**config.mk**
```make
export PLATFORM = sky130hd
export DESIGN_NAME = mul_mac_seq
export DESIGN_NICKNAME = d
export VERILOG_FILES = /design/src/rtl/mul_mac_seq.sv
export SDC_FILE = /design/constraint.sdc
export NUM_CORES = 1
export LEC_CHECK = 0
export ABC_AREA = 1
export BUFFER_PORTS_ARGS = -buffer_cell sky130_fd_sc_hd__buf_2
export CAP_MARGIN = 15
export CORE_ASPECT_RATIO = 1.25
export CORE_UTILIZATION = 53
export CTS_CLUSTER_SIZE = 25
export DETAILED_ROUTE_END_ITERATION = 16
export GPL_TIMING_DRIVEN = 0
export PLACE_DENSITY = 0.77
export SYNTH_ARGS = -nofsm -noshare
export SYNTH_HDL_FRONTEND = slang
export SYNTH_SLANG_ARGS = --single-unit
```
**constraint.sdc**
```tcl
create_clock -name clk -period 2.54 [get_ports clk]
set_input_delay 0.381 -clock clk [delete_from_list [all_inputs] [get_ports clk]]
set_output_delay 0.381 -clock clk [all_outputs]
set_load 0.02 [all_outputs]
```
**src/rtl/mul_mac_seq.sv**
```systemverilog
// mul_mac_seq
// Runs an N-term multiply-accumulate into MR by driving the multiplier control
// port once per term. The program sequencer does not issue each term itself.
// For each term the block produces the Rx/Ry register-file read addresses and
// the ps_mul_* controls (clear-product, accumulate add/sub). It can append a
// final SAT MR step. It also collects a sticky multiplier overflow flag for
// the whole sequence.
//
// Ports
//   clk, reset                 clock; asynchronous active-high reset
//   seq_start                  start request, sampled only when idle
//   seq_len                    number of product terms N (0 = no terms)
//   seq_rx_base, seq_ry_base   first Rx / Ry register addresses
//   seq_dtsts                  data status {ryUbS,rxUbS,IbF,rnd}
//   seq_clr                    first term overwrites MR (product) when 1
//   seq_sub                    accumulate subtract when 1, add when 0
//   seq_sat                    append SAT MR after the last term
//   seq_stall                  hold issue for this cycle
//   mul_ps_ov                  multiplier overflow, valid the cycle after issue
//   seq_busy, seq_done         sequence active / one-cycle completion pulse
//   seq_ov                     sticky overflow over the last sequence
//   seq_rx_addr, seq_ry_addr   register-file read addresses
//   ps_mul_en, ps_mul_otreg,
//   ps_mul_dtsts, ps_mul_cls   multiplier control port
module mul_mac_seq #(
  parameter int RF_DATASIZE = 16,
  parameter int ADDR_WIDTH  = 4,
  parameter int CNT_WIDTH   = 4
) (
  input  logic                  clk,
  input  logic                  reset,
  input  logic                  seq_start,
  input  logic [CNT_WIDTH-1:0]  seq_len,
  input  logic [ADDR_WIDTH-1:0] seq_rx_base,
  input  logic [ADDR_WIDTH-1:0] seq_ry_base,
  input  logic [3:0]            seq_dtsts,
  input  logic                  seq_clr,
  input  logic                  seq_sub,
  input  logic                  seq_sat,
  input  logic                  seq_stall,
  input  logic                  mul_ps_ov,
  output logic                  seq_busy,
  output logic                  seq_done,
  output logic                  seq_ov,
  output logic [ADDR_WIDTH-1:0] seq_rx_addr,
  output logic [ADDR_WIDTH-1:0] seq_ry_addr,
  output logic                  ps_mul_en,
  output logic                  ps_mul_otreg,
  output logic [3:0]            ps_mul_dtsts,
  output logic [1:0]            ps_mul_cls
);

  // RF_DATASIZE only documents the multiplier width; reject nonsense values.
  if (RF_DATASIZE < 1) begin : g_bad_datasize
    $error("RF_DATASIZE must be positive");
  end

  localparam logic [CNT_WIDTH-1:0] CNT_ONE = CNT_WIDTH'(1);

  localparam logic [1:0] CLS_SAT  = 2'b00;
  localparam logic [1:0] CLS_PROD = 2'b01;

  typedef enum logic [1:0] {
    S_IDLE  = 2'd0,
    S_ISSUE = 2'd1,
    S_SATS  = 2'd2,
    S_DRAIN = 2'd3
  } state_t;

  state_t                r_state;
  state_t                w_next;

  logic [CNT_WIDTH-1:0]  r_cnt;
  logic [CNT_WIDTH-1:0]  r_len;
  logic [ADDR_WIDTH-1:0] r_rx_base;
  logic [ADDR_WIDTH-1:0] r_ry_base;
  logic [3:0]            r_dtsts;
  logic                  r_clr;
  logic                  r_sub;
  logic                  r_sat;
  logic                  r_ov_pend;
  logic                  r_ov;
  logic                  r_done;

  logic                  w_last;
  logic                  w_accept;
  logic                  w_en;
  logic [ADDR_WIDTH-1:0] w_rx_cur;
  logic [ADDR_WIDTH-1:0] w_ry_cur;
  logic [ADDR_WIDTH-1:0] w_rx_prev;
  logic [ADDR_WIDTH-1:0] w_ry_prev;

  assign w_accept = (r_state == S_IDLE) && seq_start;
  assign w_last   = (r_cnt == r_len - CNT_ONE);

  // Addresses wrap modulo 2^ADDR_WIDTH. After the last issue cnt == len,
  // so cnt-1 gives the last term's address for the SAT step.
  assign w_rx_cur  = r_rx_base + ADDR_WIDTH'(r_cnt);
  assign w_ry_cur  = r_ry_base + ADDR_WIDTH'(r_cnt);
  assign w_rx_prev = r_rx_base + ADDR_WIDTH'(r_cnt - CNT_ONE);
  assign w_ry_prev = r_ry_base + ADDR_WIDTH'(r_cnt - CNT_ONE);

  always_ff @(posedge clk or posedge reset) begin
    if (reset) begin
      r_state <= S_IDLE;
    end else begin
      r_state <= w_next;
    end
  end

  always_comb begin
    w_next = r_state;
    case (r_state)
      S_IDLE: begin
        if (seq_start) begin
          w_next = (seq_len != '0) ? S_ISSUE : S_DRAIN;
        end
      end
      S_ISSUE: begin
        if (!seq_stall && w_last) begin
          w_next = r_sat ? S_SATS : S_DRAIN;
        end
      end
      S_SATS: begin
        if (!seq_stall) begin
          w_next = S_DRAIN;
        end
      end
      S_DRAIN: w_next = S_IDLE;
      default: w_next = S_IDLE;
    endcase
  end

  always_ff @(posedge clk or posedge reset) begin
    if (reset) begin
      r_cnt     <= '0;
      r_len     <= '0;
      r_rx_base <= '0;
      r_ry_base <= '0;
      r_dtsts   <= '0;
      r_clr     <= 1'b0;
      r_sub     <= 1'b0;
      r_sat     <= 1'b0;
      r_ov_pend <= 1'b0;
      r_ov      <= 1'b0;
      r_done    <= 1'b0;
    end else begin
      r_done    <= (r_state == S_DRAIN);
      // The multiplier reports overflow one cycle after the issue that caused it.
      r_ov_pend <= w_en;
      if (w_accept) begin
        r_len     <= seq_len;
        r_rx_base <= seq_rx_base;
        r_ry_base <= seq_ry_base;
        r_dtsts   <= seq_dtsts;
        r_clr     <= seq_clr;
        r_sub     <= seq_sub;
        r_sat     <= seq_sat;
        r_cnt     <= '0;
        r_ov      <= 1'b0;
      end else begin
        if ((r_state == S_ISSUE) && !seq_stall) begin
          r_cnt <= r_cnt + CNT_ONE;
        end
        if (r_ov_pend) begin
          r_ov <= r_ov | mul_ps_ov;
        end
      end
    end
  end

  // Moore outputs. The stall gating of the enable is the only input-to-output path.
  always_comb begin
    w_en         = 1'b0;
    ps_mul_otreg = 1'b0;
    ps_mul_dtsts = 4'b0000;
    ps_mul_cls   = CLS_SAT;
    seq_rx_addr  = '0;
    seq_ry_addr  = '0;
    case (r_state)
      S_ISSUE: begin
        w_en         = ~seq_stall;
        ps_mul_otreg = 1'b1;
        ps_mul_dtsts = r_dtsts;
        ps_mul_cls   = ((r_cnt == '0) && r_clr) ? CLS_PROD : {1'b1, r_sub};
        seq_rx_addr  = w_rx_cur;
        seq_ry_addr  = w_ry_cur;
      end
      S_SATS: begin
        w_en         = ~seq_stall;
        ps_mul_otreg = 1'b1;
        ps_mul_dtsts = r_dtsts;
        ps_mul_cls   = CLS_SAT;
        seq_rx_addr  = w_rx_prev;
        seq_ry_addr  = w_ry_prev;
      end
      default: begin
        w_en = 1'b0;
      end
    endcase
  end

  assign ps_mul_en = w_en;
  assign seq_busy  = (r_state != S_IDLE);
  assign seq_done  = r_done;
  assign seq_ov    = r_ov;

endmodule

```
==> impl_metrics.yaml, run 1 <==
clock_tree:
  cts_sinks: 28
  insertion_delay_ns: 0.28
  clockBufferDepth: 2
  numCtsBuffers: 3
  cts_tree: "built"
  clkTransAtPathRegs_ns: 0.10
  ctsHoldBuffers: 0
  cts_root_buf: "clkbuf_8"
  htreeDepth: 1
timing:
  setup-tns-final_ns: -0.3568
  fmax_ghz: 0.3718
  setup_viol: 6
  worst_pin_slew_ns: 0.4279
  skew_ns: 0.002651
  slew_violations: 0
  hold_viol: 0
  rsz0062_at_grt: "yes"
  worst_slack_ns: -0.1498
  slew_headroom_pct: 71.47
  final.min_clock_period_ns: 2.690
  period_share_pct: 105.9
drt:
  drt-pass1-iter-count: 4
  vias: 1704
  viasPerCell: 5.164
  drtIter0Drc: 40
  antenna_left: 0
  drt-wirelength-per-cell_um: 13.26
  wl_um: 4375
  drc_errors: 0
floorplanning:
  num_rows: 23
  die-area_um2: 3570
  initial_core_util_pct: 55.31
  die_x_um: 53.64
  io_pins: 43
  dieHeight_um: 66.55
  coreArea_um2: 3194
status:
  status: "complete, but fails checks"
  violations: "setup timing"
synthesis:
  avgSynthCellArea_um2: 7.361
  synth-simple-area-share_pct: 29.04
  syn_inst: 240
  synth_top_family_by_area: "simple AND/OR/NAND/NOR gates"
  ys.warnings.count: 0
  synthMuxAreaShare_pct: 0
  synthesis.nets: 281
  synth-compound-area-share_pct: 6.232
  synth_xor_area_share_pct: 2.479
  synth_cell_types: 20
  yosys.area_share.adder_pct: 12.89
  synth.ff_latch_count: 28
  seq_area_frac_synth_pct: 39.66
  syn_area_um2: 1767
placed_design:
  dp_slack_ns: -0.07290
  hpwl_um: 2809
  io_buffers: 42
  routabilityCongestion: 0.8659
global_routing:
  grtUsageMet3_pct: 3.653
  grt.overflow.total: 0
  grt_max_degree: 29
  gr-usage-met1_pct: 28.57
  antenna_found_initial: 0
  grt.busiest_layer: "met2"
  grt_pass1_vias: 1508
  grt_usage_pct: 24.57
  grt_pass1_wl_um: 6334
  met2_usage_pct: 43.44
power_and_ir_drop:
  power_density_nw_per_um2: 1546
  p_int_mw: 1.846
  p_clk_share_pct: 9.9
  p_comb_share_pct: 68.1
  pwr-share-seq_pct: 22.0
  swShare_pct: 49.10
  peakVddDrop_uv: 1149
  switching_power_mw: 1.781
  leakagePower_nw: 1.315
worst_setup_path:
  cp_slowest_cell: "dfrtp_2"
  crit_type: "flop to primary output"
  crit_chain: "inv_2 -> ha_2 -> nand2_2 -> nand2_2 -> nand2_4 -> ha_4 -> nand3_2 -> nand2_2 -> xor2_2 -> nand2_1 -> nand2_1 -> nor2_1 -> buf_4"
  end_kind: "primary output"
  r2r-start: "r_state[1]$_DFFE_PP0P_"
  crit_arrival_ns: 2.31
  crit_family: "simple AND/OR/NAND/NOR gates"
  max_stage_delay_ns: 0.43
  critical_path_buf_inv_count: 2
  path_max_fanout: 6
  cp_common_cell: "nand2_2"
  worstSetupStartpoint: "r_cnt[0]$_DFFE_PP0P_"
  start_kind: "flop"
  cp.required_ns: 2.16
final_layout:
  area_growth_pct: 32.79
  diodes: 0
  fin_util_pct: 73.44
  nets: 335
  drive_above_1_share_pct: 32.76
hold_path:
  hold_class: "input port to asynchronous set/reset pin"
flow_run:
  maxCapViolCount: 0
## metal layers
metal | up-vias | share of wire, %
li1 | 835 | -
met1 | 796 | 42
met2 | 61 | 51
met3 | 12 | 5.0
met4 | 0 | 2.6
met5 | - | 0
## through the flow
step	instances	total power [mW]	hold slack (ns)	instance area (µm²)
4_1_cts	326	3.323	0.2854	2210
2_1_floorplan	240	2.190	0.4464	1767
6_report	330	3.627	0.01023	2346
3_3_place_gp	319	2.650	0.4626	2023
5_1_grt	330	3.920	0.01906	2346
3_5_place_dp	319	2.709	0.4667	2023
## worst reg2reg max path, cell delays in order (launching register included)
cell     delay (ns)
dfrtp_2        0.45
buf_4          0.15
inv_1          0.09
ha_1           0.24
buf_2          0.18
inv_1          0.23
o21ai_0        0.14
nand3_1        0.10
nand2_1        0.05
## worst paths after layout
| check | cells after the start | slack [ns] | end |
|---|---|---|---|
| setup / recovery | 13 | -0.15 | seq_ry_addr[3] |
| hold / removal | 2 | 0.01 | r_dtsts[1]$_DFFE_PP0P_ |
| setup reg to reg | 8 | 0.81 | r_state[1]$_DFFE_PP0P_ |
| hold reg to reg | 2 | 0.49 | r_dtsts[3]$_DFFE_PP0P_ |
| max in group asynchronous | 3 | 2.11 | r_state[1]$_DFFE_PP0P_ |
| min in group clk | 3 | 0.29 | r_sub$_DFFE_PP0P_ |
## placed cells by master, fill, tap and decap left out, types with 2 or more instances in the layout
cell,netlist,routed
nor2_2,2,4
nand2_1,89,84
inv_1,36,31
xor2_1,5,3
ha_4,0,5
clkbuf_8,0,3
a21oi_1,7,5
buf_4,0,12
inv_2,2,7
nand4_1,3,3
dfrtp_1,28,26
ha_1,15,9
nand3_1,9,7
buf_2,5,40
nand2_2,3,7
fa_2,0,2
o21ai_0,12,11
dfrtp_2,0,2
nand3_2,1,3
nor2_1,17,15
## final cells by class
| class | instances | area, µm² |
|---|---|---|
| Multi-Input combinational cell | 168 | 1050 |
| Fill cell | 257 | 848.3 |
| Sequential cell | 28 | 703.2 |
| Timing Repair Buffer | 50 | 309.0 |
| Inverter | 38 | 142.6 |
| Tap cell | 37 | 46.29 |
| Clock buffer | 3 | 41.29 |
| Clock inverter | 1 | 30.03 |
| Buffer | 5 | 23.77 |
## repair_timing
item / in CTS / in global routing
pin swaps: 11 / 15
setup endpoints to repair: 6 / 6
gates resized for setup: 28 / 18
setup buffers: 3 / 4
## cell families (layout without fill, tap and decap cells)
kind of cell,Yosys count,in the layout
DFF,28,28
buffers and inverters,44,97
adders and majority gates,17,17
and+or+nand+nor,125,125
AOI/OAI and AO/OA,21,21
xor gates and xnor gates,5,5
## power groups by stage
stage | Clock (mW) | Sequential [mW] | Combinational (mW)
after floorplan | 0 | 0.773 | 1.42
after global placement | 0 | 0.789 | 1.86
after detailed placement | 0 | 0.794 | 1.92
after CTS | 0.362 | 0.790 | 2.17
after global routing | 0.375 | 0.821 | 2.72
final | 0.359 | 0.798 | 2.47
## Yosys cell counts
| cell | n | area, µm² |
|---|---|---|
| nor2_2 | 2 | 12.51 |
| ha_1 | 15 | 187.7 |
| fa_1 | 2 | 40.04 |
| nor2_1 | 17 | 63.81 |
| nand4_1 | 3 | 18.77 |
| nand3_2 | 1 | 10.01 |
| nand2_2 | 3 | 18.77 |
| nor3_2 | 1 | 10.01 |
| dfrtp_1 | 28 | 700.7 |
| o31ai_1 | 1 | 7.510 |
| xor2_1 | 5 | 43.79 |
| buf_2 | 5 | 25.02 |
| inv_1 | 36 | 135.1 |
| nand2_1 | 89 | 334.1 |
| clkbuf_1 | 1 | 3.750 |
| a21oi_1 | 7 | 35.03 |
| o21ai_0 | 12 | 60.06 |
| a211oi_1 | 1 | 7.510 |
| inv_2 | 2 | 7.510 |
| nand3_1 | 9 | 45.04 |
## state kept, by name, indices dropped and copies added (netlist names)
name and count:
r_sub 1, seq_done 1, r_state 2, r_cnt 4
r_rx_base 4, r_len 4, r_dtsts 4, r_ry_base 4
r_clr 1, r_ov_pend 1, r_sat 1, seq_ov 1
No activity file was read; power rests on OpenSTA's default activity.
==> run 2: changes to the inputs <==
- RECOVER_POWER: not set -> 50
==> impl_metrics.yaml, run 2 (synthesized netlist as in run 1, its figures left out) <==
timing:
  slew_violations: 0
  period_share_pct: 105.7
  slew_headroom_pct: 11.38
  worst_pin_slew_ns: 1.329
  rsz0062_at_grt: "yes"
  worst_slack_ns: -0.1459
  fmax_ghz: 0.3723
  whs_ns: -0.03340
  hold_viol: 4
  setup-tns-final_ns: -0.3547
  skew_ns: 0.002544
  setup_viol: 6
  final.min_clock_period_ns: 2.686
status:
  violations: "hold timing, setup timing"
  status: "complete, but fails checks"
power_and_ir_drop:
  leakagePower_nw: 1.294
  power.total_mw: 3.619
  peakVddDrop_uv: 1144
  power_density_nw_per_um2: 1561
placed_design:
  routabilityCongestion: 0.8659
  hpwl_um: 2809
  detailed_place.area_um2: 2023
  io_buffers: 42
final_layout:
  drive_above_1_share_pct: 31.40
  multi_input_comb_area_um2: 1050
  stdcell_area_um2: 2318
  diodes: 0
  area_growth_pct: 31.23
  nets: 335
  final_cell_mix: "nand2_1, buf_2, inv_1"
  regArea_um2: 703.2
  final_common_cell: "nand2_1"
  fin_util_pct: 72.58
  fillCellCount: 258
worst_setup_path:
  max_stage_delay_ns: 0.43
  path_max_fanout: 6
  end_kind: "primary output"
  cp_slowest_cell: "dfrtp_2"
  cp.required_ns: 2.16
  crit_type: "flop to primary output"
  crit_chain: "inv_2 -> ha_2 -> nand2_2 -> nand2_2 -> nand2_4 -> ha_4 -> nand3_2 -> nand2_2 -> xor2_2 -> nand2_1 -> nand2_1 -> nor2_1 -> buf_4"
  cp_common_cell: "nand2_2"
  start_kind: "flop"
  crit_arrival_ns: 2.30
clock_tree:
  cts_tree: "built"
  htreeDepth: 1
  cts_sinks: 28
  insertion_delay_ns: 0.28
  clockBufferDepth: 2
  ctsHoldBuffers: 0
  cts_root_buf: "clkbuf_8"
  numCtsBuffers: 3
  clkTransAtPathRegs_ns: 0.10
drt:
  topRoutingLayerUsed: "met4"
  vias: 1677
  drtIter0Drc: 50
  wl_um: 4390
  viasPerCell: 5.082
  antenna_left: 0
  dr_wl_met2_um: 2284
  drt-met1-wl_um: 1855
  drc_errors: 0
  wl_met3_um: 180
  drt-pass1-iter-count: 4
  drt-wirelength-per-cell_um: 13.30
floorplanning:
  initial_core_util_pct: 55.31
  die-area_um2: 3570
  num_rows: 23
  io_pins: 43
  dieHeight_um: 66.55
  die_x_um: 53.64
  coreArea_um2: 3194
global_routing:
  grt_pass1_wl_um: 6334
  antenna_found_initial: 0
  grt_usage_pct: 24.57
  grt_pass1_vias: 1508
  grt_max_degree: 29
  grt.overflow.total: 0
hold_path:
  hold_class: "input port to asynchronous set/reset pin"
flow_run:
  maxCapViolCount: 0
run 2: path summary, 6_finish.rpt:
path	to	slack, ns	cells after the start	start
setup / recovery	seq_ry_addr[3]	-0.15	13	r_cnt[0]$_DFFE_PP0P_
hold / removal	r_dtsts[1]$_DFFE_PP0P_	-0.03	2	reset
setup reg to reg	r_state[1]$_DFFE_PP0P_	0.81	8	r_state[1]$_DFFE_PP0P_
hold reg to reg	r_dtsts[3]$_DFFE_PP0P_	0.49	2	r_dtsts[3]$_DFFE_PP0P_
max in group asynchronous	r_state[1]$_DFFE_PP0P_	1.01	3	reset
min in group clk	r_sub$_DFFE_PP0P_	0.29	3	seq_sub
run 2: critical path, delay by kind of cell (launching register included):
family	cells	cell delay [ns]
xor+xnor	1	0.16
fa+ha+maj	2	0.52
buf+inv	2	0.28
flops	1	0.43
simple gates	8	0.61
run 2: timing repair:
| item | in CTS | in global routing |
|---|---|---|
| resized for setup | 28 | 18 |
| buffers inserted | 3 | 4 |
| setup endpoints to repair | 6 | 6 |
| pin swaps | 11 | 15 |
run 2: area by class of cell:
cell class,instances,area share (%)
repair buffers,50,12.20
multi-input cells,168,45.28
clock buffers,3,1.781
clock inverters,1,1.295
plain buffers,5,0.9714
well taps,37,1.997
flip-flops and latches,28,30.33
inverters,38,6.152
run 2: per-stage QoR:
stage	instances	setup WS, ns
floorplan	240	0.06512
global placement	319	-0.06586
detailed placement	319	-0.07290
CTS	326	-0.1263
global route	330	-0.2471
finish	330	-0.1459
run 2: where the power goes:
group / total [mW] / switching, mW / internal [mW] / leakage [nW]
clock network: 0.362 / 0.150 / 0.211 / 0.0357
logic: 2.46 / 1.48 / 0.975 / 0.908
registers: 0.797 / 0.149 / 0.649 / 0.350
run 2: per-layer routing:
metal  track usage, %  up-vias
li1                 -      835
met1            28.57      782
met2            43.44       52
met3            3.653        8
met4            10.20        0
met5                0        -
